## src/rtl/aes_inv_mix_columns_if.sv

```systemverilog
// Block handshake bundle for the InvMixColumns stage: input block in, result block out.
// The master drives blocks and out_ready; the slave (the datapath) answers with ready/valid/result.
interface aes_inv_mix_columns_if;
  logic         in_valid;
  logic         in_ready;
  logic [127:0] in_data;
  logic         in_bypass;
  logic         out_valid;
  logic         out_ready;
  logic [127:0] out_data;

  modport master (
    output in_valid, in_data, in_bypass, out_ready,
    input  in_ready, out_valid, out_data
  );

  modport slave (
    input  in_valid, in_data, in_bypass, out_ready,
    output in_ready, out_valid, out_data
  );
endinterface

```

## src/rtl/aes_inv_mix_columns.sv

```systemverilog
// AES InvMixColumns, one column per cycle: 5 edges accept->out_valid (1 edge when bypassed).
// Single block in flight; in_ready only in IDLE, result held in OUT until out_ready.
module aes_inv_mix_columns #(
  parameter bit BYTE_MSB_FIRST = 1'b1
) (
  input logic                  clk,
  input logic                  rst,
  aes_inv_mix_columns_if.slave bus_io
);

  typedef enum logic [1:0] {IDLE, CALC, OUT} state_t;

  state_t       state_q;
  logic [127:0] data_q;
  logic [127:0] data_d;
  logic [1:0]   col_cnt_q;
  logic         bypass_q;
  logic         out_valid_q;
  logic [127:0] in_canon;

  function automatic logic [127:0] byte_rev(input logic [127:0] d);
    logic [127:0] r;
    for (int k = 0; k < 16; k++) begin
      r[8*k +: 8] = d[127-8*k -: 8];
    end
    return r;
  endfunction

  function automatic logic [7:0] xtime(input logic [7:0] x);
    return {x[6:0], 1'b0} ^ (x[7] ? 8'h1b : 8'h00);
  endfunction

  // Column packed with row 0 in the top byte.
  function automatic logic [31:0] inv_mix_col(input logic [31:0] col);
    logic [7:0] a [4];
    logic [7:0] m9 [4];
    logic [7:0] m11 [4];
    logic [7:0] m13 [4];
    logic [7:0] m14 [4];
    logic [7:0] x2, x4, x8;
    for (int r = 0; r < 4; r++) begin
      a[r]   = col[31-8*r -: 8];
      x2     = xtime(a[r]);
      x4     = xtime(x2);
      x8     = xtime(x4);
      m9[r]  = x8 ^ a[r];
      m11[r] = x8 ^ x2 ^ a[r];
      m13[r] = x8 ^ x4 ^ a[r];
      m14[r] = x8 ^ x4 ^ x2;
    end
    return {m14[0] ^ m11[1] ^ m13[2] ^ m9[3],
            m9[0]  ^ m14[1] ^ m11[2] ^ m13[3],
            m13[0] ^ m9[1]  ^ m14[2] ^ m11[3],
            m11[0] ^ m13[1] ^ m9[2]  ^ m14[3]};
  endfunction

  // Internally the state is always held MSB-first; the parameter only swaps at the ports.
  assign in_canon = BYTE_MSB_FIRST ? bus_io.in_data : byte_rev(bus_io.in_data);

  always_comb begin
    data_d = data_q;
    for (int c = 0; c < 4; c++) begin
      if (col_cnt_q == 2'(c)) begin
        data_d[127-32*c -: 32] = inv_mix_col(data_q[127-32*c -: 32]);
      end
    end
  end

  always_ff @(posedge clk or posedge rst) begin
    if (rst) begin
      state_q     <= IDLE;
      data_q      <= '0;
      col_cnt_q   <= '0;
      bypass_q    <= 1'b0;
      out_valid_q <= 1'b0;
    end else begin
      case (state_q)
        IDLE: begin
          if (bus_io.in_valid) begin
            data_q    <= in_canon;
            bypass_q  <= bus_io.in_bypass;
            col_cnt_q <= '0;
            if (bus_io.in_bypass) begin
              state_q     <= OUT;
              out_valid_q <= 1'b1;
            end else begin
              state_q <= CALC;
            end
          end
        end
        CALC: begin
          if (!bypass_q) begin
            data_q <= data_d;
          end
          col_cnt_q <= col_cnt_q + 2'd1;
          if (col_cnt_q == 2'd3) begin
            state_q     <= OUT;
            out_valid_q <= 1'b1;
          end
        end
        OUT: begin
          if (bus_io.out_ready) begin
            state_q     <= IDLE;
            out_valid_q <= 1'b0;
          end
        end
        default: begin
          state_q     <= IDLE;
          out_valid_q <= 1'b0;
        end
      endcase
    end
  end

  assign bus_io.in_ready  = (state_q == IDLE) && !rst;
  assign bus_io.out_valid = out_valid_q;
  assign bus_io.out_data  = BYTE_MSB_FIRST ? data_q : byte_rev(data_q);

endmodule

```

## src/flat_wrapper.sv

```systemverilog
// flat-port wrapper written by rule: the top's interface ports become plain ports
module aes_inv_mix_columns_flat 
#(
  parameter bit BYTE_MSB_FIRST = 1'b1
)
  (clk, rst, bus_io_in_valid, bus_io_in_data, bus_io_in_bypass, bus_io_out_ready, bus_io_in_ready, bus_io_out_valid, bus_io_out_data);
  aes_inv_mix_columns_if bus_io_i ();
  input logic clk;
  input logic rst;
  input wire logic [$bits(bus_io_i.in_valid)-1:0] bus_io_in_valid;
  input wire logic [$bits(bus_io_i.in_data)-1:0] bus_io_in_data;
  input wire logic [$bits(bus_io_i.in_bypass)-1:0] bus_io_in_bypass;
  input wire logic [$bits(bus_io_i.out_ready)-1:0] bus_io_out_ready;
  output wire logic [$bits(bus_io_i.in_ready)-1:0] bus_io_in_ready;
  output wire logic [$bits(bus_io_i.out_valid)-1:0] bus_io_out_valid;
  output wire logic [$bits(bus_io_i.out_data)-1:0] bus_io_out_data;
  assign bus_io_i.in_valid = bus_io_in_valid;
  assign bus_io_i.in_data = bus_io_in_data;
  assign bus_io_i.in_bypass = bus_io_in_bypass;
  assign bus_io_i.out_ready = bus_io_out_ready;
  assign bus_io_in_ready = bus_io_i.in_ready;
  assign bus_io_out_valid = bus_io_i.out_valid;
  assign bus_io_out_data = bus_io_i.out_data;
  aes_inv_mix_columns #(.BYTE_MSB_FIRST(BYTE_MSB_FIRST)) u_core (.clk(clk), .rst(rst), .bus_io(bus_io_i));
endmodule
```

## config.mk

```make
export PLATFORM = sky130hd
export DESIGN_NAME = aes_inv_mix_columns_flat
export DESIGN_NICKNAME = d
export VERILOG_FILES = /design/src/rtl/aes_inv_mix_columns_if.sv /design/src/rtl/aes_inv_mix_columns.sv /design/src/flat_wrapper.sv
export SDC_FILE = /design/constraint.sdc
export NUM_CORES = 1
export LEC_CHECK = 0
export CELL_PAD_IN_SITES_DETAIL_PLACEMENT = 0
export CELL_PAD_IN_SITES_GLOBAL_PLACEMENT = 1
export CORE_ASPECT_RATIO = 0.9
export CORE_MARGIN = 5
export CORE_UTILIZATION = 51
export DETAILED_ROUTE_END_ITERATION = 12
export DONT_BUFFER_PORTS = 1
export PLACE_DENSITY = 0.9
export SETUP_SLACK_MARGIN = 0.3
export SLEW_MARGIN = 20
export SYNTH_ARGS = -nofsm -noshare
export SYNTH_HDL_FRONTEND = slang
export SYNTH_SLANG_ARGS = --single-unit
```

## constraint.sdc

```tcl
create_clock -name clk -period 6.3 [get_ports clk]
set_input_delay 1.26 -clock clk [delete_from_list [all_inputs] [get_ports clk]]
set_output_delay 1.26 -clock clk [all_outputs]
set_load 0.05 [all_outputs]
```

==> results of run 1 <==
sequential cells by signal (all words and copies together), names as in the netlist:
signal and cells:
u_core.col_cnt_q 2, u_core.bus_io.out_data 128, u_core.state_q 2, u_core.bus_io.out_valid 1, u_core.bypass_q 1
final timing paths:
check,cells past startpoint,end,slack (ps),startpoint
setup / recovery,5,u_core.bus_io.out_data[42]$_DFFE_PP0P_,3310,u_core.state_q[1]$_DFFE_PP0P_
hold / removal,1,u_core.bypass_q$_DFFE_PP0P_,520,u_core.bypass_q$_DFFE_PP0P_
setup reg to reg,5,u_core.bus_io.out_data[42]$_DFFE_PP0P_,3310,u_core.state_q[1]$_DFFE_PP0P_
hold reg to reg,1,u_core.bypass_q$_DFFE_PP0P_,520,u_core.bypass_q$_DFFE_PP0P_
max in group asynchronous,2,u_core.bus_io.out_data[3]$_DFFE_PP0P_,4090,rst
min in group asynchronous,1,u_core.bus_io.out_data[106]$_DFFE_PP0P_,810,rst
cells by family after synthesis:
logic type / Yosys count
xor+xnor: 707
simple gates: 305
buf+inv: 155
compound gates: 211
mux: 2
flops: 134
fa+ha+maj: 4
critical path, stage by stage (launching register included):
cell and delay (ps):
dfrtp_1 770, nand2b_4 910, buf_4 730, nor2_1 140, a21oi_1 140, a21oi_1 80
cell type report:
type	count	share of cell area, %
Multi-Input combinational cell	1229	70.8
Sequential cell	134	21.3
Tap cell	396	3.15
Clock buffer	18	2.79
Clock inverter	14	1.16
Timing Repair Buffer	13	0.620
Inverter	4	0.127
Antenna cell	2	0.0318
through the flow:
stage	setup WS, ps	std cells	cell area (um^2)	hold WS, ps
6_report	3310	1810	15700	520
4_1_cts	3260	1808	15700	527
2_1_floorplan	1460	1518	15100	480
3_5_place_dp	3250	1776	15100	511
3_3_place_gp	3330	1776	15100	495
5_1_grt	3000	1810	15700	536
cells in the final DEF (no fill, tap or decap), drive strengths merged, types with 2 or more instances in the layout:
cell and n:
a21oi 76, nand3b 3, clkbuf 18, a31oi 56, buf 13, nand2b 3
xnor2 426, xor3 24, nor2 134, inv 4, nor2b 3, dfrtp 134
nand2 157, diode 2, ha 4, xor2 111, o22ai 31, bufinv 4
clkinv 8, clkinvlp 2, nand3 3, o211ai 4, xnor3 146, o21a 4
o21ai 36
metal layers:
metal  share of wire, %  GRT usage, %  vias up
met3                8.6          6.58       52
met1                 43          35.3     5128
met4                1.9          5.75        0
met5                  0             0        -
met2                 47          40.1      426
li1                   -             -     4699
==> summary.txt, run 1 <==
STA
  • Final hold violation count: 0
  • Max_slew headroom: 30.4%
  • Fin. max-slew vios: 0
  • Max Clock Freq: 335 MHz
  • Setup TNS: 0 ps
  • Clock Skews: 14.3 ps
  • Worst-margin pin slew: 1040 ps
  • RSZ-0062 raised after global routing: false
  • Setup-failing EPs final: 0
  • Fin crit share: approximately 47%
  • Final min period: 2990 ps

Worst hold path
  • HP Class: register to register

Synthesis
  • Avg Inst Size Synth: 9.95 um^2
  • Post-synth EDFFs: 0
  • Simple-Gate Fraction of Synth Area: 7.80%
  • Most numerous cell in the Yosys netlist: xnor2_1
  • Post-synthesis cell type count: 40
  • Portion of netlist area occupied by mux cells: 0.141%
  • Number of synthesized register bits: 134
  • Top FF cell, synth: dfrtp_1
  • Post-Syn Area: 15100 um^2
  • Ys Warns: 0
  • Synth async-reset ratio: 100%
  • Largest area contributor in the netlist: xnor2_1
  • Cells after synthesis: 1518
  • Largest family of logic cells by synthesized area: XOR/XNOR gates
  • Synth Area in Adders: 0.331%
  • Post-synth top area share: 24.4%
  • Synth Area in Compound Gates: 7.93%
  • Area share of xor/xnor cells in the synthesized design: 57.2%
  • Register area share after synthesis: 22.2%
  • Synth Net Count: around 1700
  • Top cells by area, synth: xnor2_1, dfrtp_1, xnor3_1, xor2_1, nand2_1
  • Most instantiated cells after synthesis: xnor2_1, nand2_1, xnor3_1, dfrtp_1, nor2_1

Place
  • DP HPWL: 31000 um
  • PortBufs: 0
  • Final Wtd Congestion: 0.915

Finish
  • Area of the multi-input gates: around 11000 um^2
  • Final nets: 1536
  • Reg area: 3350 um^2
  • Fin util: 54.1%
  • P&R area growth vs syn: 4.17%
  • Fill cells: 2549
  • Fraction of layout cells with a size suffix above 1: 4.46%

Floorplanning
  • Rows: 59
  • Ports: 263
  • Core area: 29100 um^2
  • Die height: 173 um
  • Die X: 191 um
  • Die Area: about 33000 um^2
  • Initial core utilization: 51.9%

Clock tree
  • Clock-pin slew of the registers on the worst-case setup and hold paths: 70 ps
  • Worst-Skew Late Latency: 440 ps
  • TritonCTS clock tree: done
  • Hold buffer count at CTS: 0
  • Cts repair resizes: 0
  • Clock Tree Buf Depth: 2
  • CTS Root Cell: clkbuf_16
  • TritonCTS Buffers: 17
  • Clk sinks: 134
  • Setup Buffers After CTS: 0
  • H-tree Lvls: 4

Routing
  • Wire per inst: 23.2 um
  • Drt drc: 0
  • Vias: 10300
  • Final wirelength: about 42000 um
  • Via density: 5.69
  • DRT iter0 DRCs: 803
  • Post-DRT Antenna Nets: 0
  • Drt pass-1 iters: 7

Setup path
  • CP Launch Type: register
  • CP Max Fanout: between 90 and 100
  • Worst Setup End Kind: register
  • Req. time, crit path: around 6600 ps
  • Crit Path Category: register to register
  • CP arrival: 3280 ps

GRT
  • Number of global-route vias before repair: 10600
  • Gr ovfl total: 0
  • Largest net degree at the start of global routing: 94
  • Total track usage: 25.4%
  • Initial antenna violation count: 2
  • First-pass GRT wire length: 65800 um

Run
  • MaxCap Viol Count: 0

Status
  • Status: finished clean
Power of run 1 is not shown: default switching activity piles up to over one toggle a cycle in this logic, so the estimate is an artifact.
==> inputs of run 2 (changes only) <==
- CORE_UTILIZATION: 51 -> 46
- PLACE_DENSITY: 0.9 -> 0.86
- clock period: 6.3 -> 2.5 ns (I/O delays scaled with it)
==> run 2 against run 1 <==
Sequential share of layout area down 2.6 points; count of clock-buffer cells in the layout unchanged; final cell count rose by 13%; critical path depth up 1; worst setup slack worse by 3100 ps; clock skew down 6.2 ps; non-clock buffer count up 220; flip-flop and latch count stayed put; core utilization up 2.9 points; die area grew 10%; hold slack worse by 330 ps.
==> summary.txt, run 2 (synthesis gave the netlist of run 1 again) <==
Status
  • Status: finished clean (unchanged)

Finish
  • Commonest non-fill, non-tap cells in the layout: xnor2_1, buf_4, nand2_1 (was xnor2_1, nand2_1, xnor3_1)
  • Fraction of layout cells with a size suffix above 1: 30.6% (was 4.46%)
  • P&R area growth vs syn: 23.5% (was 4.17%)
  • Largest register FFs: 128 (unchanged)
  • Fill cells: 2703 (was 2549)
  • Final nets: 1756 (was 1536)
  • Most common cell after layout, fill and taps aside: xnor2_1 (unchanged)
  • Ant. Diodes: 0 (was 2)

STA
  • Fin. max-slew vios: 0 (unchanged)
  • Final min period: 2270 ps (was 2990 ps)
  • RSZ-0062 raised after global routing: true (was false)
  • Final hold violation count: 0 (unchanged)
  • Fin crit share: 90.6% (was 47.4%)
  • Setup TNS: 0 ps (unchanged)
  • Clock Skews: 8.11 ps (was 14.3 ps)
  • Max_slew headroom: 59.2% (was 30.4%)
  • Worst-margin pin slew: 611 ps (was 1040 ps)
  • Max Clock Freq: 441 MHz (was 335 MHz)
  • Setup-failing EPs final: 0 (unchanged)

Worst hold path
  • HP Class: input pin to register (was register to register)

Clock tree
  • CTS Root Cell: clkbuf_16 (unchanged)
  • H-tree Lvls: 4 (unchanged)
  • Clk sinks: 134 (unchanged)
  • TritonCTS Buffers: 17 (unchanged)
  • Worst-Skew Late Latency: 450 ps (was 440 ps)
  • TritonCTS clock tree: done (unchanged)
  • Clock Tree Buf Depth: 2 (unchanged)
  • Clock-pin slew of the registers on the worst-case setup and hold paths: 70 ps (about the same)

Setup path
  • Worst Setup End Kind: register (unchanged)
  • CP Launch Type: register (unchanged)
  • Req. time, crit path: 2860 ps (was 6590 ps)
  • Crit Path Category: register to register (unchanged)
  • CP Max Fanout: 9 (was 93)
  • CP arrival: 2630 ps (was 3280 ps)

Routing
  • Via density: 5.52 (was 5.69)
  • Drt pass-1 iters: 5 (was 7)
  • DRT iter0 DRCs: 821 (was 803)
  • Wire per inst: 23.4 um (was 23.2 um)
  • Drt drc: 0 (unchanged)
  • Vias: 11300 (was 10300)
  • Final wirelength: 48100 um (was 42000 um)
  • Post-DRT Antenna Nets: 0 (unchanged)

Floorplanning
  • Die height: 182 um (was 173 um)
  • Rows: 63 (was 59)
  • Initial core utilization: 46.2% (was 51.9%)
  • Core area: 32700 um^2 (was 29100 um^2)
  • Die X: 201 um (was 191 um)
  • Die Area: 36600 um^2 (was 33200 um^2)
  • Ports: 263 (unchanged)

GRT
  • Total track usage: 25.6% (was 25.4%)
  • Initial antenna violation count: 0 (was 2)
  • Largest net degree at the start of global routing: 66 (was 94)
  • Number of global-route vias before repair: 11300 (was 10600)
  • Gr ovfl total: 0 (unchanged)
  • First-pass GRT wire length: 72100 um (was 65800 um)

Place
  • DP HPWL: 36000 um (was 31000 um)
  • Final Wtd Congestion: 0.955 (was 0.915)
  • PortBufs: 0 (unchanged)

Run
  • MaxCap Viol Count: 0 (unchanged)
[run 2: stage by stage]
stage | hold slack (ps) | util, % | setup slack [ps] | instances | cell area (um^2)
2_1_floorplan | 480 | - | 199 | 1518 | 15800
3_3_place_gp | 470 | 51.6 | 251 | 1956 | 16900
3_5_place_dp | 468 | 51.6 | 218 | 1956 | 16900
4_1_cts | 167 | 54.4 | 293 | 2011 | 17800
5_1_grt | 166 | 57.0 | 139 | 2054 | 18700
6_report | 185 | 57.0 | 234 | 2054 | 18700
[run 2: worst max-delay path, cell delays in order (launching register included)]
cell and delay [ps]:
dfrtp_2 540, xnor3_1 430, xnor2_1 370, xor3_2 390, xnor2_1 180, nand2_1 80, a31oi_1 190
[run 2: final timing paths]
kind,cells after the start,endpoint,slack [ps],from
hold / removal,2,u_core.bus_io.out_data[46]$_DFFE_PP0P_,190,bus_io_in_data[46]
min in group asynchronous,2,u_core.bus_io.out_valid$_DFFE_PP0P_,610,rst
setup reg to reg,6,u_core.bus_io.out_data[115]$_DFFE_PP0P_,230,u_core.bus_io.out_data[109]$_DFFE_PP0P_
max in group asynchronous,3,u_core.bus_io.out_data[94]$_DFFE_PP0P_,1190,rst
setup / recovery,6,u_core.bus_io.out_data[115]$_DFFE_PP0P_,230,u_core.bus_io.out_data[109]$_DFFE_PP0P_
hold reg to reg,1,u_core.bypass_q$_DFFE_PP0P_,520,u_core.bypass_q$_DFFE_PP0P_
[run 2: what timing repair did]
action	CTS	global route
hold buffers	1	0
gates resized for setup	21	83
setup endpoints to repair	25	64
endpoints found under the hold margin	19	0
pin swaps	15	22
setup buffers	22	43
[run 2: area by class of cell]
class | count | area [um^2] | share of cell area [%]
Clock buffer | 18 | 439 | 2.35
Clock inverter | 14 | 141 | 0.758
Inverter | 4 | 18.8 | 0.101
Multi-Input combinational cell | 1229 | 12200 | 65.2
Sequential cell | 134 | 3500 | 18.7
Tap cell | 422 | 528 | 2.83
Timing Repair Buffer | 233 | 1870 | 10.0
[run 2: per-layer routing]
layer	track usage, %	vias to the layer above	wire length [um]
met2	41.1	517	22800
met1	35.8	5635	20500
li1	-	5126	-
met5	0	-	0
met3	6.27	50	4170
met4	4.84	0	646
Power of run 2 is left out for the same reason.
==> inputs of run 3 (changes only) <==
- ABC_AREA: default -> 1
- CORE_UTILIZATION: 46 -> 42
- PLACE_DENSITY: 0.86 -> 0.87
==> run 3 against run 2 <==
Via count increased by 78%; first-iteration DRC count increased by 110%; final cell count increased by 95%; die area increased by 45%; register-to-register slack improved by 110 ps; non-clock buffer count decreased by 29; synthesized area increased by 35%; sequential share of layout area decreased by 3.9 points; hold slack got worse by 80 ps; core utilization decreased by 9.3 points.
==> summary.txt, run 3 <==
Status
  • Status: finished clean (unchanged)

Finish
  • Fill cells: 4978 (was 2703)
  • Area of the multi-input gates: 15200 um^2 (was 12200 um^2)
  • Final nets: 3495 (was 1756)
  • Commonest non-fill, non-tap cells in the layout: nand2_1, xor2_1, inv_1 (was xnor2_1, buf_4, nand2_1)
  • P&R area growth vs syn: 12.2% (was 23.5%)
  • Largest register FFs: 128 (unchanged)
  • Reg area: 3400 um^2 (was 3500 um^2)
  • Fraction of layout cells with a size suffix above 1: 14.8% (was 30.6%)
  • Most common cell after layout, fill and taps aside: nand2_1 (was xnor2_1)

Routing
  • Via density: 5.04 (was 5.52)
  • Wire per inst: 18.3 um (was 23.4 um)
  • Post-DRT Antenna Nets: 0 (unchanged)
  • Final wirelength: 73000 um (was 48100 um)
  • Drt drc: 0 (unchanged)
  • Drt pass-1 iters: 7 (was 5)
  • Vias: 20100 (was 11300)
  • DRT iter0 DRCs: 1732 (was 821)

Setup path
  • CP arrival: 2530 ps (was 2630 ps)
  • Reg2Reg Setup Slack: 350 ps (was 230 ps)
  • Worst Setup End Kind: register (unchanged)
  • Req. time, crit path: 2880 ps (was 2860 ps)
  • Crit Path Category: register to register (unchanged)
  • R2R depth: 12 (was 6)
  • Worst R2R End: u_core.bus_io.out_data[6]$_DFFE_PP0P_ (was u_core.bus_io.out_data[115]$_DFFE_PP0P_)
  • CP Max Fanout: 8 (was 9)
  • R2r startpoint: u_core.bus_io.out_data[29]$_DFFE_PP0P_ (was u_core.bus_io.out_data[109]$_DFFE_PP0P_)
  • CP Launch Type: register (unchanged)

Synthesis
  • Synth Net Count: 3409 (was 1655)
  • Post-synthesis cell type count: 46 (was 40)
  • Largest area contributor in the netlist: nand2_1 (was xnor2_1)
  • Post-synth EDFFs: 0 (unchanged)
  • Synth async-reset ratio: 100% (unchanged)
  • Top FF cell, synth: dfrtp_1 (unchanged)
  • Avg Inst Size Synth: 6.23 um^2 (was 9.95 um^2)
  • Most numerous cell in the Yosys netlist: nand2_1 (was xnor2_1)
  • Most instantiated cells after synthesis: nand2_1, xor2_1, inv_1, nor2_1, xnor2_1 (was xnor2_1, nand2_1, xnor3_1, dfrtp_1, nor2_1)
  • Cells after synthesis: 3272 (was 1518)
  • Ys Warns: 0 (unchanged)
  • Post-synth top area share: 24.1% (was 24.4%)
  • Post-Syn Area: 20400 um^2 (was 15100 um^2)
  • Register area share after synthesis: 16.5% (was 22.2%)
  • Top cells by area, synth: nand2_1, xor2_1, dfrtp_1, xnor2_1, nand3_1 (was xnor2_1, dfrtp_1, xnor3_1, xor2_1, nand2_1)
  • Number of synthesized register bits: 134 (unchanged)

Worst hold path
  • Min-delay src: bus_io_in_bypass (was bus_io_in_data[46])
  • HP Class: input pin to register (unchanged)
  • Hold Crit Depth: 1 (was 2)
  • Hold endpoint: u_core.state_q[0]$_DFFE_PP0P_ (was u_core.bus_io.out_data[46]$_DFFE_PP0P_)

Clock tree
  • H-tree Lvls: 4 (unchanged)
  • CTS Root Cell: clkbuf_16 (unchanged)
  • Worst-Skew Late Latency: 500 ps (was 450 ps)
  • Clock-pin slew of the registers on the worst-case setup and hold paths: 70 ps (about the same)
  • Clock Tree Buf Depth: 2 (unchanged)
  • Clk sinks: 134 (unchanged)
  • TritonCTS clock tree: done (unchanged)
  • TritonCTS Buffers: 17 (unchanged)

Place
  • DP HPWL: 57100 um (was 36000 um)
  • Final Wtd Congestion: 0.991 (was 0.955)
  • PortBufs: 0 (unchanged)

STA
  • Final hold violation count: 0 (unchanged)
  • Clock Skews: 10.9 ps (was 8.11 ps)
  • RSZ-0062 raised after global routing: true (unchanged)
  • Fin crit share: 86.0% (was 90.6%)
  • Setup TNS: 0 ps (unchanged)
  • Final min period: 2150 ps (was 2270 ps)
  • Max_slew headroom: 61.3% (was 59.2%)
  • Max Clock Freq: 465 MHz (was 441 MHz)
  • Fin. max-slew vios: 0 (unchanged)
  • Hold WS: 105 ps (was 185 ps)
  • Worst-margin pin slew: 581 ps (was 611 ps)
  • Setup-failing EPs final: 0 (unchanged)

Floorplanning
  • Ports: 263 (unchanged)
  • Rows: 76 (was 63)
  • Core area: 47900 um^2 (was 32700 um^2)
  • Die Area: 53000 um^2 (was 36600 um^2)
  • Die X: 242 um (was 201 um)
  • Die height: 219 um (was 182 um)
  • Initial core utilization: 42.5% (was 46.2%)

GRT
  • Number of global-route vias before repair: 18500 (was 11300)
  • Initial antenna violation count: 4 (was 0)
  • First-pass GRT wire length: 110000 um (was 72100 um)
  • Total track usage: 26.6% (was 25.6%)
  • Largest net degree at the start of global routing: 89 (was 66)
  • Gr ovfl total: 0 (unchanged)

Run
  • MaxCap Viol Count: 0 (unchanged)
[run 3: cell count changes in the layout (fill, tap and decap cells not counted), moves of 57 or more]
cell and delta:
nor2_1 +91, nand2_2 +61, xnor3_1 -121, nand2_1 +1142
xor2_1 +297, inv_1 +250, xnor2_1 -140, dfrtp_2 -57
nand3_1 +198, dfrtp_1 +64
[run 3: per-layer routing]
layer | part of all wire, % | vias up | wire length, um | global-route usage, %
met4 | 2.2 | 4 | 1610 | 8.18
met5 | 0.029 | - | 21 | 0
met2 | 44 | 770 | 32100 | 41.8
met1 | 46 | 9238 | 33300 | 37.5
li1 | - | 10000 | - | -
met3 | 8.2 | 95 | 5960 | 4.82
[run 3: critical path, stage by stage, from the launching register on]
cell     delay [ps]
dfrtp_2         480
inv_2           120
nand2_1         110
nand2_4         130
xor2_1          440
xor2_1          160
or2_1           250
nand2_1          60
nand2_1          40
nand2_1          50
nand2_1          50
nand2_1          70
nand2_1          60
[run 3: area by class of cell]
type                    instances  area share (%)
clock inverters                14           0.771
clock buffers                  18            1.92
multi-input cells            2687            66.6
flip-flops and latches        134            14.9
diodes                          1          0.0109
well taps                     624            3.41
inverters                     314            5.37
repair buffers                204            7.04
[run 3: repair_timing]
action | in CTS | in global routing
hold endpoints to repair | 1 | 0
setup endpoints to repair | 2 | 65
buffers inserted | 0 | 14
gates resized for setup | 3 | 79
cloned | 0 | 2
hold buffers | 1 | 0
pin swaps | 0 | 7
[run 3: kinds of logic (layout without fill, tap and decap cells)]
family | Yosys count | after routing | share of synthesized area [%]
other | 0 | 1 | 0
xor gates and xnor gates | 669 | 669 | 31.4
DFF | 134 | 134 | 16.5
AOI/OAI and AO/OA | 155 | 155 | 4.35
and+or+nand+nor | 1859 | 1859 | 37.5
buffers and inverters | 451 | 550 | 10.0
adders and majority gates | 4 | 4 | 0.246
[run 3: per-stage QoR]
stage	util, %	instance area, um^2	cells	worst slack (ps)
global placement	45.5	21800	3946	221
finish	47.7	22900	3996	349
global route	47.7	22900	3995	268
floorplan	-	20400	3272	335
detailed placement	45.5	21800	3946	264
CTS	46.9	22500	3979	320
[run 3: worst max-delay path by stage]
| stage | from | endpoint | slack [ps] | cells after the start |
|---|---|---|---|---|
| after floorplan | rst | u_core.bus_io.out_data[0]$_DFFE_PP0P_ | 330 | 1 |
| after global placement | u_core.bus_io.out_data[7]$_DFFE_PP0P_ | u_core.bus_io.out_data[13]$_DFFE_PP0P_ | 220 | 12 |
| after detailed placement | u_core.bus_io.out_data[7]$_DFFE_PP0P_ | u_core.bus_io.out_data[13]$_DFFE_PP0P_ | 260 | 12 |
| after CTS | u_core.bus_io.out_data[7]$_DFFE_PP0P_ | u_core.bus_io.out_data[13]$_DFFE_PP0P_ | 320 | 12 |
| after global routing | u_core.bus_io.out_data[118]$_DFFE_PP0P_ | u_core.bus_io.out_data[121]$_DFFE_PP0P_ | 270 | 12 |
| final | u_core.bus_io.out_data[29]$_DFFE_PP0P_ | u_core.bus_io.out_data[6]$_DFFE_PP0P_ | 350 | 12 |
Power of run 3 is left out for the same reason.
